$ cat src/rtl/framebuffer_reader_if.sv
// framebuffer_reader_if: AXI read channels toward memory plus the outgoing pixel stream.
interface framebuffer_reader_if #(
  parameter int DATA_WIDTH  = 32,
  parameter int ADDR_WIDTH  = 32,
  parameter int ID_WIDTH    = 8,
  parameter int X_BIT_WIDTH = 11,
  parameter int Y_BIT_WIDTH = 11,
  parameter int PIXEL_WIDTH = 16
);
  logic                   m_frag_tvalid;
  logic                   m_frag_tready;
  logic [PIXEL_WIDTH-1:0] m_frag_tdata;
  logic                   m_frag_tlast;
  logic [X_BIT_WIDTH-1:0] m_frag_txpos;
  logic [Y_BIT_WIDTH-1:0] m_frag_typos;
  logic [ID_WIDTH-1:0]    m_mem_axi_arid;
  logic [ADDR_WIDTH-1:0]  m_mem_axi_araddr;
  logic [7:0]             m_mem_axi_arlen;
  logic [2:0]             m_mem_axi_arsize;
  logic [1:0]             m_mem_axi_arburst;
  logic                   m_mem_axi_arlock;
  logic [3:0]             m_mem_axi_arcache;
  logic [2:0]             m_mem_axi_arprot;
  logic                   m_mem_axi_arvalid;
  logic                   m_mem_axi_arready;
  logic [ID_WIDTH-1:0]    m_mem_axi_rid;
  logic [DATA_WIDTH-1:0]  m_mem_axi_rdata;
  logic [1:0]             m_mem_axi_rresp;
  logic                   m_mem_axi_rlast;
  logic                   m_mem_axi_rvalid;
  logic                   m_mem_axi_rready;
  modport master (
    output m_frag_tvalid, m_frag_tdata, m_frag_tlast, m_frag_txpos, m_frag_typos,
    input  m_frag_tready,
    output m_mem_axi_arid, m_mem_axi_araddr, m_mem_axi_arlen, m_mem_axi_arsize, m_mem_axi_arburst,
    output m_mem_axi_arlock, m_mem_axi_arcache, m_mem_axi_arprot, m_mem_axi_arvalid,
    input  m_mem_axi_arready,
    input  m_mem_axi_rid, m_mem_axi_rdata, m_mem_axi_rresp, m_mem_axi_rlast, m_mem_axi_rvalid,
    output m_mem_axi_rready
  );
  modport slave (
    input  m_frag_tvalid, m_frag_tdata, m_frag_tlast, m_frag_txpos, m_frag_typos,
    output m_frag_tready,
    input  m_mem_axi_arid, m_mem_axi_araddr, m_mem_axi_arlen, m_mem_axi_arsize, m_mem_axi_arburst,
    input  m_mem_axi_arlock, m_mem_axi_arcache, m_mem_axi_arprot, m_mem_axi_arvalid,
    output m_mem_axi_arready,
    output m_mem_axi_rid, m_mem_axi_rdata, m_mem_axi_rresp, m_mem_axi_rlast, m_mem_axi_rvalid,
    input  m_mem_axi_rready
  );
endinterface

$ cat src/rtl/framebuffer_reader.sv
// framebuffer_reader: fetches a frame one AXI beat at a time and streams it out pixel by pixel.
module framebuffer_reader #(
  parameter int DATA_WIDTH  = 32,
  parameter int ADDR_WIDTH  = 32,
  parameter int ID_WIDTH    = 8,
  parameter int X_BIT_WIDTH = 11,
  parameter int Y_BIT_WIDTH = 11,
  parameter int PIXEL_WIDTH = 16
) (
  input  logic                   aclk,
  input  logic                   resetn,
  input  logic                   start,
  output logic                   busy,
  output logic                   error,
  input  logic [ADDR_WIDTH-1:0]  conf_addr,
  input  logic [X_BIT_WIDTH-1:0] conf_x_resolution,
  input  logic [Y_BIT_WIDTH-1:0] conf_y_resolution,
  framebuffer_reader_if.master   bus
);
  localparam int PPB        = DATA_WIDTH / PIXEL_WIDTH;
  localparam int STRB_WIDTH = DATA_WIDTH / 8;
  localparam int TW         = X_BIT_WIDTH + Y_BIT_WIDTH + 1;
  localparam int SW         = PPB > 1 ? $clog2(PPB) : 1;
  logic [TW-1:0]          total, beats, beats_left;
  logic [X_BIT_WIDTH-1:0] x_res, x_pos;
  logic [Y_BIT_WIDTH-1:0] y_res, y_pos;
  logic [SW-1:0]          sub;
  logic [DATA_WIDTH-1:0]  beat_buf;
  logic [ADDR_WIDTH-1:0]  ar_addr;
  logic [ID_WIDTH-1:0]    ar_id;
  logic                   ar_valid, f_valid;
  logic                   accept, zero, r_hs, f_hs, x_last, last_pix, unused_ok;
  assign accept   = start && !busy;
  assign zero     = conf_x_resolution == '0 || conf_y_resolution == '0;
  assign total    = TW'(conf_x_resolution) * TW'(conf_y_resolution);
  assign beats    = (total + TW'(PPB - 1)) / TW'(PPB);
  assign r_hs     = bus.m_mem_axi_rvalid && bus.m_mem_axi_rready;
  assign f_hs     = f_valid && bus.m_frag_tready;
  assign x_last   = x_pos == x_res - X_BIT_WIDTH'(1);
  assign last_pix = x_last && y_pos == y_res - Y_BIT_WIDTH'(1);
  assign bus.m_frag_tvalid     = f_valid;
  assign bus.m_frag_tdata      = beat_buf[PIXEL_WIDTH-1:0];
  assign bus.m_frag_tlast      = f_valid && last_pix;
  assign bus.m_frag_txpos      = x_pos;
  assign bus.m_frag_typos      = y_pos;
  assign bus.m_mem_axi_arid    = ar_id;
  assign bus.m_mem_axi_araddr  = ar_addr;
  assign bus.m_mem_axi_arlen   = 8'd0;
  assign bus.m_mem_axi_arsize  = 3'($clog2(STRB_WIDTH));
  assign bus.m_mem_axi_arburst = 2'b01;
  assign bus.m_mem_axi_arlock  = 1'b0;
  assign bus.m_mem_axi_arcache = 4'd0;
  assign bus.m_mem_axi_arprot  = 3'd0;
  assign bus.m_mem_axi_arvalid = ar_valid;
  assign bus.m_mem_axi_rready  = busy && !f_valid;
  assign unused_ok = ^{bus.m_mem_axi_rid, bus.m_mem_axi_rlast};
  // The buffer shifts right per pixel so tdata is always its low slice; pixels past the frame end are dropped when busy falls.
  always_ff @(posedge aclk) begin
    if (!resetn) begin
      busy       <= 1'b0;
      error      <= 1'b0;
      ar_valid   <= 1'b0;
      ar_addr    <= '0;
      ar_id      <= '0;
      f_valid    <= 1'b0;
      x_pos      <= '0;
      y_pos      <= '0;
      x_res      <= '0;
      y_res      <= '0;
      sub        <= '0;
      beats_left <= '0;
      beat_buf   <= '0;
    end else begin
      if (ar_valid && bus.m_mem_axi_arready) ar_valid <= 1'b0;
      if (accept) begin
        error <= 1'b0;
        x_res <= conf_x_resolution;
        y_res <= conf_y_resolution;
        x_pos <= '0;
        y_pos <= '0;
        sub   <= '0;
        if (!zero) begin
          busy       <= 1'b1;
          ar_valid   <= 1'b1;
          ar_addr    <= conf_addr;
          ar_id      <= ar_id + ID_WIDTH'(1);
          beats_left <= beats - TW'(1);
        end
      end
      if (r_hs) begin
        beat_buf <= bus.m_mem_axi_rdata;
        f_valid  <= 1'b1;
        if (bus.m_mem_axi_rresp != 2'b00) error <= 1'b1;
        if (beats_left != '0) begin
          ar_valid   <= 1'b1;
          ar_addr    <= ar_addr + ADDR_WIDTH'(STRB_WIDTH);
          ar_id      <= ar_id + ID_WIDTH'(1);
          beats_left <= beats_left - TW'(1);
        end
      end
      if (f_hs) begin
        beat_buf <= beat_buf >> PIXEL_WIDTH;
        x_pos    <= x_last ? '0 : x_pos + X_BIT_WIDTH'(1);
        y_pos    <= x_last ? y_pos + Y_BIT_WIDTH'(1) : y_pos;
        if (last_pix) begin
          busy    <= 1'b0;
          f_valid <= 1'b0;
        end else if (sub == SW'(PPB - 1)) begin
          f_valid <= 1'b0;
          sub     <= '0;
        end else begin
          sub <= sub + SW'(1);
        end
      end
    end
  end
endmodule

$ cat src/flat_wrapper.sv
// flat-port wrapper written by rule: the top's interface ports become plain ports
module framebuffer_reader_flat 
#(
  parameter int DATA_WIDTH  = 32,
  parameter int ADDR_WIDTH  = 32,
  parameter int ID_WIDTH    = 8,
  parameter int X_BIT_WIDTH = 11,
  parameter int Y_BIT_WIDTH = 11,
  parameter int PIXEL_WIDTH = 16
)
  (aclk, resetn, start, busy, error, conf_addr, conf_x_resolution, conf_y_resolution, bus_m_frag_tvalid, bus_m_frag_tdata, bus_m_frag_tlast, bus_m_frag_txpos, bus_m_frag_typos, bus_m_frag_tready, bus_m_mem_axi_arid, bus_m_mem_axi_araddr, bus_m_mem_axi_arlen, bus_m_mem_axi_arsize, bus_m_mem_axi_arburst, bus_m_mem_axi_arlock, bus_m_mem_axi_arcache, bus_m_mem_axi_arprot, bus_m_mem_axi_arvalid, bus_m_mem_axi_arready, bus_m_mem_axi_rid, bus_m_mem_axi_rdata, bus_m_mem_axi_rresp, bus_m_mem_axi_rlast, bus_m_mem_axi_rvalid, bus_m_mem_axi_rready);
  framebuffer_reader_if #(.DATA_WIDTH(DATA_WIDTH), .ADDR_WIDTH(ADDR_WIDTH), .ID_WIDTH(ID_WIDTH), .X_BIT_WIDTH(X_BIT_WIDTH), .Y_BIT_WIDTH(Y_BIT_WIDTH), .PIXEL_WIDTH(PIXEL_WIDTH)) bus_i ();
  input  logic aclk;
  input  logic resetn;
  input  logic start;
  output logic busy;
  output logic error;
  input  logic [ADDR_WIDTH-1:0] conf_addr;
  input  logic [X_BIT_WIDTH-1:0] conf_x_resolution;
  input  logic [Y_BIT_WIDTH-1:0] conf_y_resolution;
  output wire logic [$bits(bus_i.m_frag_tvalid)-1:0] bus_m_frag_tvalid;
  output wire logic [$bits(bus_i.m_frag_tdata)-1:0] bus_m_frag_tdata;
  output wire logic [$bits(bus_i.m_frag_tlast)-1:0] bus_m_frag_tlast;
  output wire logic [$bits(bus_i.m_frag_txpos)-1:0] bus_m_frag_txpos;
  output wire logic [$bits(bus_i.m_frag_typos)-1:0] bus_m_frag_typos;
  input wire logic [$bits(bus_i.m_frag_tready)-1:0] bus_m_frag_tready;
  output wire logic [$bits(bus_i.m_mem_axi_arid)-1:0] bus_m_mem_axi_arid;
  output wire logic [$bits(bus_i.m_mem_axi_araddr)-1:0] bus_m_mem_axi_araddr;
  output wire logic [$bits(bus_i.m_mem_axi_arlen)-1:0] bus_m_mem_axi_arlen;
  output wire logic [$bits(bus_i.m_mem_axi_arsize)-1:0] bus_m_mem_axi_arsize;
  output wire logic [$bits(bus_i.m_mem_axi_arburst)-1:0] bus_m_mem_axi_arburst;
  output wire logic [$bits(bus_i.m_mem_axi_arlock)-1:0] bus_m_mem_axi_arlock;
  output wire logic [$bits(bus_i.m_mem_axi_arcache)-1:0] bus_m_mem_axi_arcache;
  output wire logic [$bits(bus_i.m_mem_axi_arprot)-1:0] bus_m_mem_axi_arprot;
  output wire logic [$bits(bus_i.m_mem_axi_arvalid)-1:0] bus_m_mem_axi_arvalid;
  input wire logic [$bits(bus_i.m_mem_axi_arready)-1:0] bus_m_mem_axi_arready;
  input wire logic [$bits(bus_i.m_mem_axi_rid)-1:0] bus_m_mem_axi_rid;
  input wire logic [$bits(bus_i.m_mem_axi_rdata)-1:0] bus_m_mem_axi_rdata;
  input wire logic [$bits(bus_i.m_mem_axi_rresp)-1:0] bus_m_mem_axi_rresp;
  input wire logic [$bits(bus_i.m_mem_axi_rlast)-1:0] bus_m_mem_axi_rlast;
  input wire logic [$bits(bus_i.m_mem_axi_rvalid)-1:0] bus_m_mem_axi_rvalid;
  output wire logic [$bits(bus_i.m_mem_axi_rready)-1:0] bus_m_mem_axi_rready;
  assign bus_m_frag_tvalid = bus_i.m_frag_tvalid;
  assign bus_m_frag_tdata = bus_i.m_frag_tdata;
  assign bus_m_frag_tlast = bus_i.m_frag_tlast;
  assign bus_m_frag_txpos = bus_i.m_frag_txpos;
  assign bus_m_frag_typos = bus_i.m_frag_typos;
  assign bus_i.m_frag_tready = bus_m_frag_tready;
  assign bus_m_mem_axi_arid = bus_i.m_mem_axi_arid;
  assign bus_m_mem_axi_araddr = bus_i.m_mem_axi_araddr;
  assign bus_m_mem_axi_arlen = bus_i.m_mem_axi_arlen;
  assign bus_m_mem_axi_arsize = bus_i.m_mem_axi_arsize;
  assign bus_m_mem_axi_arburst = bus_i.m_mem_axi_arburst;
  assign bus_m_mem_axi_arlock = bus_i.m_mem_axi_arlock;
  assign bus_m_mem_axi_arcache = bus_i.m_mem_axi_arcache;
  assign bus_m_mem_axi_arprot = bus_i.m_mem_axi_arprot;
  assign bus_m_mem_axi_arvalid = bus_i.m_mem_axi_arvalid;
  assign bus_i.m_mem_axi_arready = bus_m_mem_axi_arready;
  assign bus_i.m_mem_axi_rid = bus_m_mem_axi_rid;
  assign bus_i.m_mem_axi_rdata = bus_m_mem_axi_rdata;
  assign bus_i.m_mem_axi_rresp = bus_m_mem_axi_rresp;
  assign bus_i.m_mem_axi_rlast = bus_m_mem_axi_rlast;
  assign bus_i.m_mem_axi_rvalid = bus_m_mem_axi_rvalid;
  assign bus_m_mem_axi_rready = bus_i.m_mem_axi_rready;
  framebuffer_reader #(.DATA_WIDTH(DATA_WIDTH), .ADDR_WIDTH(ADDR_WIDTH), .ID_WIDTH(ID_WIDTH), .X_BIT_WIDTH(X_BIT_WIDTH), .Y_BIT_WIDTH(Y_BIT_WIDTH), .PIXEL_WIDTH(PIXEL_WIDTH)) u_core (.aclk(aclk), .resetn(resetn), .start(start), .busy(busy), .error(error), .conf_addr(conf_addr), .conf_x_resolution(conf_x_resolution), .conf_y_resolution(conf_y_resolution), .bus(bus_i));
endmodule
$ cat config.mk
export PLATFORM = sky130hd
export DESIGN_NAME = framebuffer_reader_flat
export DESIGN_NICKNAME = d
export VERILOG_FILES = /design/src/rtl/framebuffer_reader_if.sv /design/src/rtl/framebuffer_reader.sv /design/src/flat_wrapper.sv
export SDC_FILE = /design/constraint.sdc
export NUM_CORES = 1
export LEC_CHECK = 0
export ABC_AREA = 0
export CAP_MARGIN = 25
export CORE_MARGIN = 5
export CORE_UTILIZATION = 45
export CTS_CLUSTER_SIZE = 16
export DETAILED_ROUTE_END_ITERATION = 8
export PLACE_DENSITY = 0.69
export SYNTH_ARGS = -nofsm -noshare
export SYNTH_HDL_FRONTEND = slang
export SYNTH_SLANG_ARGS = --single-unit
$ cat constraint.sdc
create_clock -name aclk -period 9.2 [get_ports aclk]
set_input_delay 2.76 -clock aclk [delete_from_list [all_inputs] [get_ports aclk]]
set_output_delay 2.76 -clock aclk [all_outputs]
set_load 0.01 [all_outputs]
==> metrics.md, run 1 <==
| Metric | Value |
|---|---|
| Outcome | `finished clean` |
| Hold_sp | `u_core.beat_buf[31]$_SDFFE_PP0P_` |
| Pleak | `6.28 nW` |
| Setup TNS | `0 ns` |
| Worst Setup Path Type | `input port to flop` |
| Multiplexer area fraction after synthesis | `0.00744` |
| Number of synthesized flops with an enable pin | `0` |
| Port Buffers | `177` |
| Post-synthesis register bit count | `144` |
| Hold path depth | `2` |
| Crit path max fanout | `8` |
| Total Die Area | `just over 0.03 mm2` |
| Max Clk Rate | `115 MHz` |
| Synth area leader | `dfxtp_1` |
| Post-Synth XOR/XNOR Area | `0.0506` |
| Post-Synth Simple-Gate Area | `0.248` |
| Reg-to-reg slack, setup | `5.97 ns` |
| Max-cap violations | `0` |
| TritonRoute pass-1 iters | `4` |
| Area of the multi-input gates | `approximately 0.0084 mm2` |
| Reg2reg start | `u_core.beats_left[0]$_SDFF_PN0_` |
| Flip-flop and latch area | `about 0.0029 mm2` |
| Post-synth top area share | `0.235` |
| Total global-route track usage | `0.206` |
| Fill cell total of the finished layout | `2501` |
| Hold endpoint | `u_core.beat_buf[31]$_SDFFE_PP0P_` |
| Layout cells sized above 1 | `0.0683` |
| CTS tree | `built` |
| RR Endpoint | `u_core.bus.m_mem_axi_arid[4]$_SDFF_PN0_` |
| Post-detail-place hpwl | `around 24 mm` |
| RSZ-0062 raised after global routing | `no` |
| PwrDens | `about 250 mW/mm2` |
| Async set-reset flop share out of synthesis | `0` |
| Area of the mapped netlist | `approximately 0.012 mm2` |
| IO Count | `about 210` |
| First-pass GRT wire length | `~54 mm` |
| Clock sink count | `144` |
| Routed Antenna Nets | `0` |
| Total number of vias | `roughly 11000` |
| Vias in the first global route | `around 11000` |
| Critical Path RT | `9.51 ns` |
| Fin. max-slew vios | `0` |
| Synthesized area per cell | `7.96 um2` |
| Min-delay worst type | `flop to flop` |
| Post-synth top flop | `dfxtp_1` |
| Clock slew at reported path FFs | `about 0.070 ns` |
| Total congestion overflow | `0` |
| Max_slew headroom | `0.546` |
| Top cells by area, synth | `dfxtp_1, fa_1, ha_1, nand2_1, a21oi_1` |
| Cts hold-fix bufs | `0` |
| Routed vias/inst | `around 5.4` |
| Cells after Synth | `1544` |
| Initial antenna violation count | `0` |
| Syn-to-layout area delta | `22.4%` |
| Clk buf depth | `2` |
| Core ar. | `0.0270 mm2` |
| Die Wd | `~180 um` |
| Initial cell density of the core | `0.456` |
| Rows | `60` |
| DR WL/cell | `around 16 um` |
| # Post-CTS Setup Buffers | `0` |
| Yosys cell types | `79` |
| CTS buffer count | `17` |
| Final Power | `3.80 mW` |
| H-tree depth | `4` |
| Worst-Margin Slew | `approximately 0.68 ns` |
| Final Skew | `approximately 0.012 ns` |
| Startpoint Class | `input port` |
| R2R cell count | `11` |
| CTS root buf | `clkbuf_16` |
| Adder-Cell Fraction of Synth Area | `0.206` |
| Die H | `around 180 um` |
| Largest family of logic cells by synthesized area | `simple AND/OR/NAND/NOR gates` |
| Critical Path AT | `about 9.0 ns` |
| Synthesis Warnings | `0` |
| Iter 0 DRT Violations | `slightly below 700` |
| Final hold viol count | `0` |
| Critical Path End Type | `flop` |
| Final worst path period share | `0.947` |
| Largest net degree at the start of global routing | `between 60 and 70` |
| Final setup fails | `0` |
| Commonest non-fill, non-tap cell in the layout | `nand2_1` |
| Compound-cell area share of the yosys netlist | `0.166` |
| Worst-Skew Late Latency | `0.43 ns` |
| Final #Nets | `about 2000` |
| Final min period | `8.72 ns` |
| Global placement routability congestion | `0.842` |
| Detailed Route WL | `approximately 32 mm` |
| Most frequent cells in the layout | `nand2_1, clkdlybuf4s50_1, dfxtp_1` |
| Post-CTS sizing | `0` |
| Max VDD drop | `0.191 mV` |
| DRC | `0` |
| Sequential area share after synthesis | `0.235` |
-- registers in the layout, summed over array words and instances (netlist names), 8 cells and up --
register and count:
u_core.beats_left 23, u_core.beat_buf 32, u_core.y_res 11, u_core.bus.m_frag_txpos 11, u_core.x_res 11, u_core.bus.m_mem_axi_araddr 32
u_core.bus.m_frag_typos 11, u_core.bus.m_mem_axi_arid 8
-- power by group --
group	switching [mW]	internal, mW	leakage (nW)
clock	0.316	0.367	0.282
combinational	1.29	1.09	4.82
sequential	0.0552	0.678	1.18
total	1.66	2.13	6.28
-- layer usage --
metal | vias to the layer above | global-route usage | part of all wire
li1 | 5553 | - | -
met1 | 5298 | 0.280 | 0.47
met2 | 295 | 0.346 | 0.46
met3 | 20 | 0.0413 | 0.059
met4 | 0 | 0.0367 | 0.0065
met5 | - | 0 | 0
-- cell usage after synthesis (39+ instances only) --
cell type	count
o21ai_0	61
fa_1	81
clkbuf_1	76
dfxtp_1	144
ha_1	73
nor2_1	105
xor2_1	39
inv_1	122
a21oi_1	95
nand2_1	223
and2_1	76
-- worst max-delay path, stage by stage --
cell and delay, ns:
clkdlybuf4s50_1 0.72, buf_4 0.23, nand2_1 0.07, fa_1 0.42, fa_1 0.56, inv_1 0.05, ha_1 0.32, fa_1 0.54
inv_1 0.05, fa_1 0.53, inv_1 0.05, ha_1 0.41, o211a_1 0.21, nor2_1 0.06, a2111oi_0 0.38, buf_4 0.18
nor2_1 0.04, xnor2_1 0.13, or4_4 0.53, nor4_1 0.38, buf_4 0.18, mux2i_1 0.18, nor2_1 0.06
-- layout make-up --
type	instances	area share
multi-input combinational	1174	0.560
inverter	123	0.0307
sequential	144	0.192
clock inverter	14	0.00940
tap	341	0.0284
timing repair buffer	239	0.151
antenna	1	0.000166
clock buffer	18	0.0292
-- how the worst max path moves through the flow --
stage	startpoint	to	slack, ns	cells past startpoint
global route	conf_x_resolution[2]	u_core.beats_left[21]$_SDFF_PN0_	0.04	23
global placement	conf_x_resolution[2]	u_core.beats_left[21]$_SDFF_PN0_	0.12	23
floorplan	conf_x_resolution[0]	u_core.beats_left[20]$_SDFF_PN0_	0.75	20
detailed placement	conf_x_resolution[2]	u_core.beats_left[21]$_SDFF_PN0_	0.08	23
finish	conf_x_resolution[2]	u_core.beats_left[21]$_SDFF_PN0_	0.48	23
CTS	conf_x_resolution[2]	u_core.beats_left[21]$_SDFF_PN0_	0.46	23
-- cells by family (layout without fill, tap and decap cells) --
family / after synthesis / count (layout)
muxes: 9 / 9
AOI/OAI and AO/OA: 308 / 308
buffers and inverters: 245 / 394
other: 2 / 22
adders and majority gates: 154 / 154
and+or+nand+nor: 611 / 611
DFF: 144 / 144
xor gates and xnor gates: 71 / 71
-- stage by stage --
stage	hold slack, ns	utilization	worst slack, ns	cell area [um2]	instances
2_1_floorplan	0.428	-	0.748	12400	1563
3_3_place_gp	0.438	0.534	0.118	14400	2018
3_5_place_dp	0.447	0.536	0.0791	14400	2020
4_1_cts	0.458	0.557	0.459	15000	2052
5_1_grt	0.477	0.558	0.0442	15000	2053
6_report	0.456	0.558	0.485	15000	2054
(Power assumes the default switching activity.)
==> run 2: changes to the inputs <==
--- a/config.mk
+++ b/config.mk
@@ -7,7 +7,8 @@
 export LEC_CHECK = 0
 export ABC_AREA = 0
 export CAP_MARGIN = 25
-export CORE_MARGIN = 5
+export CORE_ASPECT_RATIO = 0.5
+export CORE_MARGIN = 2
 export CORE_UTILIZATION = 45
 export CTS_CLUSTER_SIZE = 16
 export DETAILED_ROUTE_END_ITERATION = 8
==> metrics.md, run 2 (synthesis results as in run 1) <==
| Metric | Value |
|---|---|
| Post-detail-place hpwl | `roughly 25 mm` |
| R2R cell count | `11` |
| Critical Path AT | `just over 9 ns` |
| Final hold viol count | `0` |
| Worst-Skew Late Latency | `between 0.4 and 0.5 ns` |
| Sequential share of power | `0.190` |
| Total congestion overflow | `0` |
| CTS tree | `built` |
| Reg2reg start | `u_core.beats_left[0]$_SDFF_PN0_` |
| Final min period | `between 8 and 9 ns` |
| Critical Path End Type | `flop` |
| Max-cap violations | `0` |
| Cts hold-fix bufs | `0` |
| Startpoint Class | `input port` |
| Clk buf depth | `2` |
| Routed vias/inst | `5.48` |
| Area of the multi-input gates | `roughly 0.0084 mm2` |
| Outcome | `finished clean` |
| Max Clk Rate | `roughly 110 MHz` |
| Post-CTS sizing | `0` |
| Total number of vias | `11300` |
| IO Count | `approximately 210` |
| Core ar. | `about 0.027 mm2` |
| Critical Path RT | `roughly 9.5 ns` |
| Global placement routability congestion | `about 0.89` |
| CTS buffer count | `17` |
| Initial cell density of the core | `0.461` |
| Clock power share | `0.176` |
| H-tree depth | `4` |
| Worst setup margin | `0.449 ns` |
| Total global-route track usage | `0.228` |
| Clock slew at reported path FFs | `around 0.060 ns` |
| Pre-CTS WS | `roughly 0.034 ns` |
| Cell-internal power | `approximately 2.2 mW` |
| Vias in the first global route | `between 10000 and 15000` |
| Reg-to-reg slack, setup | `6.06 ns` |
| Layout cells sized above 1 | `0.0662` |
| Setup TNS | `0 ns` |
| Worst-Margin Slew | `between 1 and 1.5 ns` |
| Pleak | `around 6.3 nW` |
| Rows | `between 40 and 50` |
| Max VDD drop | `0.267 mV` |
| Cell mode on critical path | `fa_1` |
| TritonRoute pass-1 iters | `5` |
| Hold endpoint | `u_core.beat_buf[16]$_SDFFE_PP0P_` |
| RR Endpoint | `u_core.bus.m_mem_axi_arid[4]$_SDFF_PN0_` |
| Min-delay worst type | `flop to flop` |
| Final Skew | `~0.011 ns` |
| Die Wd | `238 um` |
| Port Buffers | `between 150 and 200` |
| Combinational power share | `0.634` |
| Sw Share | `0.441` |
| Hold_sp | `u_core.beat_buf[16]$_SDFFE_PP0P_` |
| Crit path max fanout | `9` |
| Die H | `about 120 um` |
| CTS root buf | `clkbuf_16` |
| Detailed Route WL | `32.3 mm` |
| Routed Antenna Nets | `0` |
| Hold path depth | `2` |
| Syn-to-layout area delta | `22.1%` |
| N_diodes | `0` |
| Clock sink count | `between 100 and 150` |
| Flip-flop and latch area | `around 0.0029 mm2` |
| Max_slew headroom | `0.328` |
| RSZ-0062 raised after global routing | `no` |
| Total Die Area | `about 0.029 mm2` |
| Final Power | `between 3 and 4 mW` |
| Final setup fails | `0` |
| Initial antenna violation count | `0` |
| DR WL/cell | `between 15 and 20 um` |
| First-pass GRT wire length | `53.6 mm` |
| # Post-CTS Setup Buffers | `0` |
| Most frequent cells in the layout | `nand2_1, clkdlybuf4s50_1, dfxtp_1` |
| Switch Pwr | `~1.7 mW` |
| Final #Nets | `just under 2000` |
| Largest net degree at the start of global routing | `67` |
| Fill cell total of the finished layout | `~2400` |
| Fin. max-slew vios | `0` |
| Iter 0 DRT Violations | `approximately 640` |
| Worst Setup Path Type | `input port to flop` |
| Critical path's largest stage delay | `around 0.73 ns` |
| Crit-path cells | `clkdlybuf4s50_1 > nand2_1 > fa_1 > fa_1 > fa_1 > inv_1 > fa_1 > inv_1 > fa_1 > inv_1 > ha_1 > a211o_1 > nor2_2 > a2111oi_0 > nor2_1 > xnor2_1 > or4_4 > nor4_1 > mux2i_1 > nor2_1` |
| DRC | `0` |
| Final worst path period share | `0.951` |
| PwrDens | `258 mW/mm2` |
| Commonest non-fill, non-tap cell in the layout | `nand2_1` |
| Highest-delay cell along the critical path | `clkdlybuf4s50_1` |
-- run 2: worst max-delay path by stage --
stage	start	to	slack [ns]	cells past startpoint
2_1_floorplan	conf_x_resolution[0]	u_core.beats_left[20]$_SDFF_PN0_	0.75	20
4_1_cts	conf_x_resolution[6]	u_core.beats_left[21]$_SDFF_PN0_	0.47	20
5_1_grt	conf_y_resolution[4]	u_core.beats_left[18]$_SDFF_PN0_	0.06	21
3_3_place_gp	conf_x_resolution[6]	u_core.beats_left[21]$_SDFF_PN0_	0.08	20
6_report	conf_y_resolution[6]	u_core.beats_left[21]$_SDFF_PN0_	0.45	20
3_5_place_dp	conf_x_resolution[6]	u_core.beats_left[21]$_SDFF_PN0_	0.03	20
-- run 2: final cells by class --
| class | instances | share of cell area |
|---|---|---|
| Clock buffer | 19 | 0.0295 |
| Clock inverter | 13 | 0.00851 |
| Inverter | 123 | 0.0308 |
| Multi-Input combinational cell | 1174 | 0.561 |
| Sequential cell | 144 | 0.192 |
| Tap cell | 352 | 0.0294 |
| Timing Repair Buffer | 235 | 0.148 |
-- run 2: power by group through the flow --
stage	clock [mW]	combinational, mW	sequential, mW
after global routing	0.719	2.77	0.742
after detailed placement	0	2.42	0.745
after floorplan	0	1.69	0.739
after global placement	0	2.37	0.742
after CTS	0.692	2.44	0.732
final	0.680	2.45	0.733
-- run 2: per-stage QoR --
stage                     cells  hold WS [ns]   util  area (um2)
after floorplan            1563         0.428      -       12400
after global placement     2026         0.439  0.540       14400
after detailed placement   2027         0.446  0.540       14400
final                      2060         0.453  0.563       15000
after CTS                  2059         0.457  0.562       15000
after global routing       2060         0.471  0.563       15000
-- run 2: critical path, delay by kind of cell --
family	cells	cell delay, ns
xor+xnor	1	0.18
mux	1	0.25
buf+inv	4	0.88
compound gates	2	0.78
fa+ha+maj	6	2.89
simple gates	6	1.35
-- run 2: metal layers --
layer / GRT usage / part of all wire / up-vias
met2: 0.375 / 0.45 / 289
li1: - / - / 5554
met5: 0 / 0 / -
met3: 0.0361 / 0.047 / 38
met1: 0.311 / 0.48 / 5406
met4: 0.0680 / 0.018 / 0
